===== src/rtl/regs_arbiter_n.sv =====
// N-client REQ/ACK arbiter in front of the register block.
// It picks clients by fixed or round-robin priority, registers the transaction, and completes it with an error on a downstream ACK timeout.
module regs_arbiter_n #(
    parameter int N       = 4,
    parameter int AW      = 8,
    parameter int DW      = 8,
    parameter int RR_MODE = 1,
    parameter int TIMEOUT = 16,
    parameter int TO_W    = 8,
    localparam int IDW    = (N > 1) ? $clog2(N) : 1
) (
    input  logic              CLK,
    input  logic              RESET,
    input  logic [N-1:0]      REQ_C,
    input  logic [N-1:0]      RNW_C,
    input  logic [N*AW-1:0]   ADDR_C,
    input  logic [N*DW-1:0]   WR_DATA_C,
    output logic [N*DW-1:0]   RD_DATA_C,
    output logic [N-1:0]      ACK_C,
    output logic [N-1:0]      ERR_C,
    output logic              REQUEST,
    output logic              RNW,
    output logic [AW-1:0]     ADDR,
    output logic [DW-1:0]     WR_DATA,
    input  logic [DW-1:0]     RD_DATA,
    input  logic              ACK,
    output logic              BUSY,
    output logic [IDW-1:0]    GRANT_ID
);

    typedef enum logic [1:0] {
        S_IDLE  = 2'd0,
        S_GRANT = 2'd1,
        S_DONE  = 2'd2
    } state_t;

    localparam bit             TO_EN   = (TIMEOUT > 0);
    localparam logic [TO_W-1:0] TO_LAST = TO_W'((TIMEOUT > 0) ? TIMEOUT - 1 : 0);
    localparam logic [IDW-1:0]  LAST_RST = IDW'(N - 1);

    state_t          r_state, w_state_next;
    logic            r_request, w_request_next;
    logic            r_rnw, w_rnw_next;
    logic [AW-1:0]   r_addr, w_addr_next;
    logic [DW-1:0]   r_wdata, w_wdata_next;
    logic [IDW-1:0]  r_grant, w_grant_next;
    logic [IDW-1:0]  r_last, w_last_next;
    logic [TO_W-1:0] r_cnt, w_cnt_next;
    logic            r_busy;

    logic [IDW-1:0]  w_fix_idx, w_rr_idx, w_winner;
    logic            w_rr_hit;
    logic            w_sel_rnw;
    logic [AW-1:0]   w_sel_addr;
    logic [DW-1:0]   w_sel_wdata;
    logic            w_fin_ok, w_fin_to;

    // Round-robin winner: highest-priority set index above r_last, else wrap to the lowest set index.
    always_comb begin
        w_fix_idx = '0;
        w_rr_idx  = '0;
        w_rr_hit  = 1'b0;
        for (int i = N - 1; i >= 0; i--) begin
            if (REQ_C[i]) begin
                w_fix_idx = IDW'(i);
                if (IDW'(i) > r_last) begin
                    w_rr_idx = IDW'(i);
                    w_rr_hit = 1'b1;
                end
            end
        end
        w_winner = ((RR_MODE != 0) && w_rr_hit) ? w_rr_idx : w_fix_idx;

        w_sel_rnw   = 1'b0;
        w_sel_addr  = '0;
        w_sel_wdata = '0;
        for (int i = 0; i < N; i++) begin
            if (IDW'(i) == w_winner) begin
                w_sel_rnw   = RNW_C[i];
                w_sel_addr  = ADDR_C[i*AW +: AW];
                w_sel_wdata = WR_DATA_C[i*DW +: DW];
            end
        end
    end

    // A downstream ACK beats a timeout that expires in the same cycle.
    assign w_fin_ok = (r_state == S_GRANT) && ACK;
    assign w_fin_to = (r_state == S_GRANT) && !ACK && TO_EN && (r_cnt == TO_LAST);

    always_comb begin
        w_state_next   = r_state;
        w_request_next = r_request;
        w_rnw_next     = r_rnw;
        w_addr_next    = r_addr;
        w_wdata_next   = r_wdata;
        w_grant_next   = r_grant;
        w_last_next    = r_last;
        w_cnt_next     = r_cnt;
        case (r_state)
            S_IDLE: begin
                if (|REQ_C) begin
                    w_state_next   = S_GRANT;
                    w_request_next = 1'b1;
                    w_rnw_next     = w_sel_rnw;
                    w_addr_next    = w_sel_addr;
                    w_wdata_next   = w_sel_wdata;
                    w_grant_next   = w_winner;
                    w_last_next    = w_winner;
                    w_cnt_next     = '0;
                end
            end
            S_GRANT: begin
                if (w_fin_ok || w_fin_to) begin
                    w_state_next   = S_DONE;
                    w_request_next = 1'b0;
                end else begin
                    w_cnt_next = r_cnt + 1'b1;
                end
            end
            S_DONE: begin
                w_state_next = S_IDLE;
            end
            default: begin
                w_state_next   = S_IDLE;
                w_request_next = 1'b0;
            end
        endcase
    end

    always_ff @(posedge CLK) begin
        if (RESET) begin
            r_state   <= S_IDLE;
            r_request <= 1'b0;
            r_rnw     <= 1'b0;
            r_addr    <= '0;
            r_wdata   <= '0;
            r_grant   <= '0;
            r_last    <= LAST_RST;
            r_cnt     <= '0;
            r_busy    <= 1'b0;
        end else begin
            r_state   <= w_state_next;
            r_request <= w_request_next;
            r_rnw     <= w_rnw_next;
            r_addr    <= w_addr_next;
            r_wdata   <= w_wdata_next;
            r_grant   <= w_grant_next;
            r_last    <= w_last_next;
            r_cnt     <= w_cnt_next;
            r_busy    <= (w_state_next != S_IDLE);
        end
    end

    // Per-client completion registers; only the granted client sees ACK/ERR or a data update.
    genvar gi;
    generate
        for (gi = 0; gi < N; gi++) begin : g_client
            logic          w_hit;
            logic          r_ack_c;
            logic          r_err_c;
            logic [DW-1:0] r_rd_c;

            assign w_hit = (r_grant == IDW'(gi));

            always_ff @(posedge CLK) begin
                if (RESET) begin
                    r_ack_c <= 1'b0;
                    r_err_c <= 1'b0;
                    r_rd_c  <= '0;
                end else begin
                    r_ack_c <= w_hit && (w_fin_ok || w_fin_to);
                    r_err_c <= w_hit && w_fin_to;
                    if (w_hit && w_fin_ok) begin
                        r_rd_c <= RD_DATA;
                    end else if (w_hit && w_fin_to) begin
                        r_rd_c <= '1;
                    end
                end
            end

            assign ACK_C[gi]                = r_ack_c;
            assign ERR_C[gi]                = r_err_c;
            assign RD_DATA_C[gi*DW +: DW]   = r_rd_c;
        end
    endgenerate

    assign REQUEST  = r_request;
    assign RNW      = r_rnw;
    assign ADDR     = r_addr;
    assign WR_DATA  = r_wdata;
    assign BUSY     = r_busy;
    assign GRANT_ID = r_grant;

endmodule


===== config.mk =====
export PLATFORM = sky130hd
export DESIGN_NAME = regs_arbiter_n
export DESIGN_NICKNAME = d
export VERILOG_FILES = /design/src/rtl/regs_arbiter_n.sv
export SDC_FILE = /design/constraint.sdc
export NUM_CORES = 1
export LEC_CHECK = 0
export BUFFER_PORTS_ARGS = -buffer_cell sky130_fd_sc_hd__clkbuf_2
export CAP_MARGIN = 10
export CORE_UTILIZATION = 50
export DETAILED_ROUTE_END_ITERATION = 8
export PLACE_DENSITY = 0.89
export SYNTH_ARGS = -nofsm -noshare
export SYNTH_HDL_FRONTEND = slang
export SYNTH_SLANG_ARGS = --single-unit

===== constraint.sdc =====
create_clock -name CLK -period 5.57 [get_ports CLK]
set_input_delay 1.671 -clock CLK [delete_from_list [all_inputs] [get_ports CLK]]
set_output_delay 1.671 -clock CLK [all_outputs]
set_load 0.1 [all_outputs]

==> results of run 1 <==
## metrics by stage
step           util, %  area, um2
2_1_floorplan        -       3080
4_1_cts           66.4       3930
3_3_place_gp      63.3       3750
5_1_grt           66.6       3950
3_5_place_dp      63.3       3750
6_report          66.6       3950
## cell usage after synthesis, types with 5 or more instances
library cell | instances | area, um2
a21oi_1 | 8 | 40.0
buf_2 | 7 | 35.0
buf_4 | 8 | 60.1
clkbuf_1 | 10 | 37.5
dfxtp_1 | 73 | 1460
inv_1 | 5 | 18.8
nand2_1 | 22 | 82.6
nand2b_1 | 6 | 37.5
nand3_1 | 6 | 30.0
nor2_1 | 23 | 86.3
nor3_1 | 6 | 30.0
o21ai_0 | 14 | 70.1
o21ai_1 | 10 | 50.1
o221a_2 | 30 | 338
o221ai_1 | 16 | 140
o22ai_1 | 17 | 106
## sequential cells by signal, summed over array words and instances (netlist names)
register and count:
r_cnt 8, RNW 1, ADDR 8, GRANT_ID 2
g_client.r_rd_c 32, g_client.r_ack_c 4, r_state 2, BUSY 1
r_last 2, REQUEST 1, WR_DATA 8, g_client.r_err_c 4
## final timing paths
kind                              to  slack (ps)                     from
max             ADDR[2]$_SDFFE_PP0P_        2330                 REQ_C[3]
min          WR_DATA[0]$_SDFFE_PP0P_         450  WR_DATA[0]$_SDFFE_PP0P_
max reg2reg     ADDR[2]$_SDFFE_PP0P_        3550   r_last[0]$_SDFFE_PP1P_
min reg2reg  WR_DATA[0]$_SDFFE_PP0P_         450  WR_DATA[0]$_SDFFE_PP0P_
## routing by layer
layer	wire length [um]	share of wire [%]
met3	614	7.2
met1	3580	42
met5	0	0
met4	261	3.1
met2	4070	48
## area by class of cell
cell class | count | area (um2) | share of cell area (%)
flip-flops and latches | 73 | 1460 | 37.0
multi-input cells | 206 | 1460 | 36.9
repair buffers | 145 | 731 | 18.5
clock buffers | 10 | 138 | 3.49
well taps | 75 | 93.8 | 2.38
clock inverters | 6 | 43.8 | 1.11
inverters | 6 | 22.5 | 0.571
## power groups by stage
stage	combinational (mW)	sequential (mW)	clock (mW)
3_3_place_gp	0.417	0.597	0
6_report	0.428	0.588	0.375
3_5_place_dp	0.423	0.599	0
4_1_cts	0.424	0.587	0.377
2_1_floorplan	0.125	0.808	0
5_1_grt	0.448	0.593	0.405
## logic make-up (layout without fill, tap and decap cells)
kind of cell / count (synthesis) / after routing / share of synthesized area (%)
compound gates: 116 / 116 / 31.0
simple gates: 83 / 83 / 13.8
flops: 73 / 73 / 47.4
buf+inv: 32 / 167 / 5.40
xor+xnor: 4 / 4 / 1.14
mux: 2 / 2 / 0.852
fa+ha+maj: 1 / 1 / 0.406
## critical path, stage by stage
cell and delay (ps):
clkbuf_2 140, nor2_1 120, a211o_1 500, nor2_2 590
o221ai_1 270, o21ai_0 220
==> impl_metrics.json, run 1 <==
{
  "status": "finished, final reports clean",
  "cts_hold_buffers": 0,
  "num_vias": 3066,
  "worst_pin_slew_ps": 1140,
  "avgSynthCellArea_um2": 9.91,
  "yosysWarnings": 0,
  "worstPathRequired_ps": 5840,
  "totalWireLength_um": 8520,
  "endpoint_kind": "register",
  "power_mw": 1.39,
  "layout.cells.non_filler": 521,
  "rows": 28,
  "antenna_found_initial": 0,
  "drv_slew": 0,
  "rsz0062_at_grt": "false",
  "tritoncts": "done",
  "post-route-drc-count": 0,
  "clockPowerShare_pct": 27.0,
  "fin_ws_ps": 2330,
  "post_cts_buffers": 0,
  "ir_drop_uv": 211,
  "io_pins": 144,
  "grt-ovfl-total": 0,
  "synth_flop_cell": "dfxtp_1",
  "grt_pass1_wl_um": 13800,
  "port_buffers": 143,
  "min_path_cells": 2,
  "cp_max_fo": 17,
  "cap_viol_max_count": 0,
  "crit_path_start_kind": "input port",
  "synth_cell_types": 48,
  "dp.cells": 503,
  "internal-power_uw": 824,
  "initial_core_util_pct": 52.1,
  "viasPerCell": 5.88,
  "p_per_area_nw_per_um2": 352,
  "ys_ff_latch": 73,
  "grt_max_degree": 38,
  "power_switching_uw": 566,
  "final_cell_mix": "143 x clkbuf_2, 73 x dfxtp_1, 30 x o221a_2",
  "r2r_cells": 5,
  "met2_usage_pct": 44.7,
  "max-slew-margin-rel_pct": 23.9,
  "num_antenna_cells": 0,
  "final_common_cell": "clkbuf_2",
  "hpwl_um": 6250,
  "die_width_um": 80.5,
  "dieArea_um2": 6480,
  "numCtsBuffers": 9,
  "syn-cell-area_um2": 3080,
  "drtAntennaViolNets": 0,
  "arrival_ps": 3510,
  "async_flop_share_pct": 0,
  "grt_pass1_vias": 2925,
  "gp_congestion": 0.891,
  "p_sw_share_pct": 40.7,
  "die_h_um": 80.5,
  "first_iter_violations": 126,
  "grt_util_met1_pct": 34.0,
  "hold_violations": 0,
  "grt.total_usage_pct": 27.9,
  "period_share_pct": 58.1,
  "clkSinkCount": 73,
  "post_route_cells_drive_above_1_share_pct": 46.2,
  "busiest_layer": "met2",
  "hold_ws_ps": 455,
  "wl_per_cell_um": 16.4,
  "cts_resized": 0,
  "dp_slack_ps": 1920,
  "leakagePower_nw": 1.73,
  "syn_inst": 311,
  "area_growth_pct": 28.0,
  "synth.yosys.seq_area_share_pct": 47.4,
  "h-tree-depth": 3,
  "finalSetupViolations": 0,
  "nFillCells": 480,
  "synth_edf_count": 0,
  "fin_nets": 525,
  "detail_route.first_pass.iterations": 5,
  "fp.coreArea_um2": 5920,
  "clock_path_buffers": 2,
  "pwr-share-seq_pct": 42.3,
  "finalSetupTns_ps": 0,
  "crit_type": "in -> reg",
  "grt_use_met3_pct": 6.59,
  "fin_crit_ps": 3240,
  "clkSlewWorstSetupHoldPaths_ps": 80,
  "max_freq_mhz": 309,
  "clk_latency_ps": 350,
  "hold_path.class": "reg -> reg",
  "synth_nets": 395,
  "fin_skew_ps": 9.22,
  "combPwrFrac_pct": 30.8,
  "cts-root-buf": "clkbuf_8"
}
(Power assumes the default switching activity.)
==> inputs of run 2 (changes only) <==
--- a/config.mk
+++ b/config.mk
@@ -5,11 +5,12 @@
 export SDC_FILE = /design/constraint.sdc
 export NUM_CORES = 1
 export LEC_CHECK = 0
+export ABC_AREA = 1
 export BUFFER_PORTS_ARGS = -buffer_cell sky130_fd_sc_hd__clkbuf_2
 export CAP_MARGIN = 10
-export CORE_UTILIZATION = 50
+export CORE_UTILIZATION = 49
 export DETAILED_ROUTE_END_ITERATION = 8
-export PLACE_DENSITY = 0.89
+export PLACE_DENSITY = 0.84
 export SYNTH_ARGS = -nofsm -noshare
 export SYNTH_HDL_FRONTEND = slang
 export SYNTH_SLANG_ARGS = --single-unit
==> constraint.sdc (replaced) <==
create_clock -name CLK -period 3.2 [get_ports CLK]
set_input_delay 0.96 -clock CLK [delete_from_list [all_inputs] [get_ports CLK]]
set_output_delay 0.96 -clock CLK [all_outputs]
set_load 0.1 [all_outputs]
==> run 2 against run 1 <==
Net effect:
- sequential share of layout area fell by 5.0 points
- setup slack worse by 1500 ps
- global-route usage is 1.5 points lower
- register-to-register slack lost 2300 ps
- combinational power is 130% higher
- routed wire length is 17% higher
- die area up 21%
- utilization decreased by 3.8 points
- critical path type unchanged
- critical endpoint is now ADDR[7]$_SDFFE_PP0P_
==> impl_metrics.json, run 2 <==
{
  "worst_pin_slew_ps": 689,
  "dieArea_um2": 7860,
  "crit_path_top_delay_cell": "nand2_4",
  "finalSetupTns_ps": 0,
  "grt_max_degree": 45,
  "clkSlewWorstSetupHoldPaths_ps": 80,
  "grt_pass1_vias": 3517,
  "h-tree-depth": 3,
  "period_share_pct": 72.7,
  "max_freq_mhz": 430,
  "drv_slew": 0,
  "reg2reg_from": "r_last[1]$_SDFFE_PP1P_",
  "finalSetupViolations": 0,
  "io_pins": 144,
  "first_iter_violations": 326,
  "worstPathRequired_ps": 3440,
  "post_cts_buffers": 0,
  "syn-cell-area_um2": 3680,
  "dp.cells": 740,
  "synth_edf_count": 0,
  "arrival_ps": 2560,
  "post_route_cells_drive_above_1_share_pct": 35.5,
  "numCtsBuffers": 9,
  "grt-ovfl-total": 0,
  "avgSynthCellArea_um2": 7.00,
  "ff2ff_setup_slack_ps": 1260,
  "endpoint_kind": "register",
  "wl_per_cell_um": 13.2,
  "cts-root-buf": "clkbuf_8",
  "synth_flop_cell": "dfxtp_1",
  "max-slew-margin-rel_pct": 54.0,
  "synth_cell_types": 28,
  "initial_core_util_pct": 50.7,
  "ir_drop_uv": 386,
  "clkSinkCount": 73,
  "clock_path_buffers": 2,
  "num_vias": 3970,
  "grt_pass1_wl_um": 15900,
  "hold_path.class": "reg -> reg",
  "fin_skew_ps": 13.4,
  "cts_resized": 0,
  "post-route-drc-count": 0,
  "synth.yosys.seq_area_share_pct": 39.7,
  "synth_nets": 609,
  "crit_path_start_kind": "input port",
  "hold_start": "WR_DATA[7]$_SDFFE_PP0P_",
  "grt.total_usage_pct": 26.4,
  "slowest_delay_ps": 340,
  "cp_max_fo": 33,
  "rows": 31,
  "final_common_cell": "clkbuf_2",
  "largest_reg_flops": 32,
  "yosysWarnings": 0,
  "yosys-top-cells-count": "87 x nand2_1, 73 x dfxtp_1, 48 x nand4_1",
  "crit_type": "in -> reg",
  "totalWireLength_um": 10000,
  "fp.coreArea_um2": 7250,
  "cap_viol_max_count": 0,
  "port_buffers": 143,
  "status": "finished, final reports clean",
  "drtAntennaViolNets": 0,
  "num_antenna_cells": 0,
  "clk_latency_ps": 350,
  "yosysMostFrequentCell": "nand2_1",
  "p_per_area_nw_per_um2": 597,
  "final_cell_mix": "143 x clkbuf_2, 87 x nand2_1, 73 x dfxtp_1",
  "die_width_um": 88.6,
  "cts_hold_buffers": 0,
  "leakagePower_nw": 2.41,
  "detail_route.first_pass.iterations": 5,
  "wirelength_met1_um": 4120,
  "viasPerCell": 5.25,
  "yosysTopAreaCell": "dfxtp_1",
  "layout.cells.non_filler": 756,
  "hold_violations": 0,
  "area_growth_pct": 24.0,
  "ys_ff_latch": 73,
  "r2r_cells": 9,
  "crit_chain": "clkbuf_2, o21ai_1, nand3_4, nand2_4, inv_4, nand2_4, nand4_1, nand2_1, nand2_1",
  "met2_length_um": 4740,
  "gp_congestion": 0.883,
  "largest_register": "g_client.r_rd_c",
  "syn_inst": 525,
  "r2r-end": "ADDR[7]$_SDFFE_PP0P_",
  "fin_util_pct": 62.8,
  "hold_ws_ps": 455,
  "hpwl_um": 7440,
  "antenna_found_initial": 0,
  "ys_top_cells_by_area": "dfxtp_1 40%, nand2_1 8.9%, nand4_1 8.2%",
  "holdPathEnd": "WR_DATA[7]$_SDFFE_PP0P_",
  "rsz0062_at_grt": "false",
  "die_h_um": 88.6,
  "wl_met3_um": 780,
  "synth_top_cell_area_share_pct": 39.7,
  "fin_crit_ps": 2330,
  "async_flop_share_pct": 0,
  "min_path_cells": 2,
  "tritoncts": "done",
  "fin_nets": 736,
  "highest_layer": "met4"
}
run 2: changes by cell type in the layout (fill, tap and decap cells not counted), moves of 30 or more:
cell / before / now
nand4_1: 1 / 48
nand2_1: 22 / 87
a21oi_1: 8 / 43
inv_2: 1 / 33
o221a_2: 30 / 0
inv_1: 5 / 46
run 2: logic make-up (layout without fill, tap and decap cells):
logic type	count (synthesis)	count (layout)	synth area share, %
and+or+nand+nor	253	253	34.4
buffers and inverters	112	244	13.4
xor gates and xnor gates	3	3	0.715
AOI/OAI and AO/OA	83	83	11.4
adders and majority gates	1	1	0.340
DFF	73	73	39.7
run 2: final cells by class:
cell class / count / area, um2
clock buffer: 10 / 128
clock inverter: 6 / 67.6
fill: 670 / 2700
inverter: 80 / 303
multi-input combinational: 340 / 1720
sequential: 73 / 1460
tap: 99 / 124
timing repair buffer: 148 / 753
run 2: per-stage QoR:
step                instance area (um2)  total power, mW  setup WS [ps]
floorplan                          3680             1.84           1190
global placement                   4360             2.01            580
detailed placement                 4360             2.02            539
CTS                                4560             2.73            901
global route                       4560             2.85            746
finish                             4560             2.72            874
run 2: report_power, final:
| part | leakage (nW) | switching [mW] | internal (mW) |
|---|---|---|---|
| logic | 1.73 | 0.787 | 0.201 |
| registers | 0.595 | 0.0453 | 0.977 |
| clock network | 0.0929 | 0.348 | 0.363 |
| total | 2.41 | 1.18 | 1.54 |
run 2: worst max-delay path by stage:
stage                   from                   end  slack [ps]  depth (start not counted)
floorplan           REQ_C[2]  ADDR[2]$_SDFFE_PP0P_        1190                         11
global placement    REQ_C[3]  ADDR[7]$_SDFFE_PP0P_         580                          9
detailed placement  REQ_C[3]  ADDR[7]$_SDFFE_PP0P_         540                          9
CTS                 REQ_C[3]  ADDR[7]$_SDFFE_PP0P_         900                          9
global route        REQ_C[3]  ADDR[7]$_SDFFE_PP0P_         750                          9
finish              REQ_C[3]  ADDR[7]$_SDFFE_PP0P_         870                          9
run 2: critical path: cells and delay by family:
kind	cells	cell delay, ps
AO/OA/AOI/OAI	1	230
buffers and inverters	2	180
AND/OR/NAND/NOR	6	1190
run 2: metal layers:
metal	up-vias	global-route usage, %
li1	1968	-
met1	1761	32.3
met5	-	0
met2	207	42.9
met3	34	6.72
met4	0	13.8
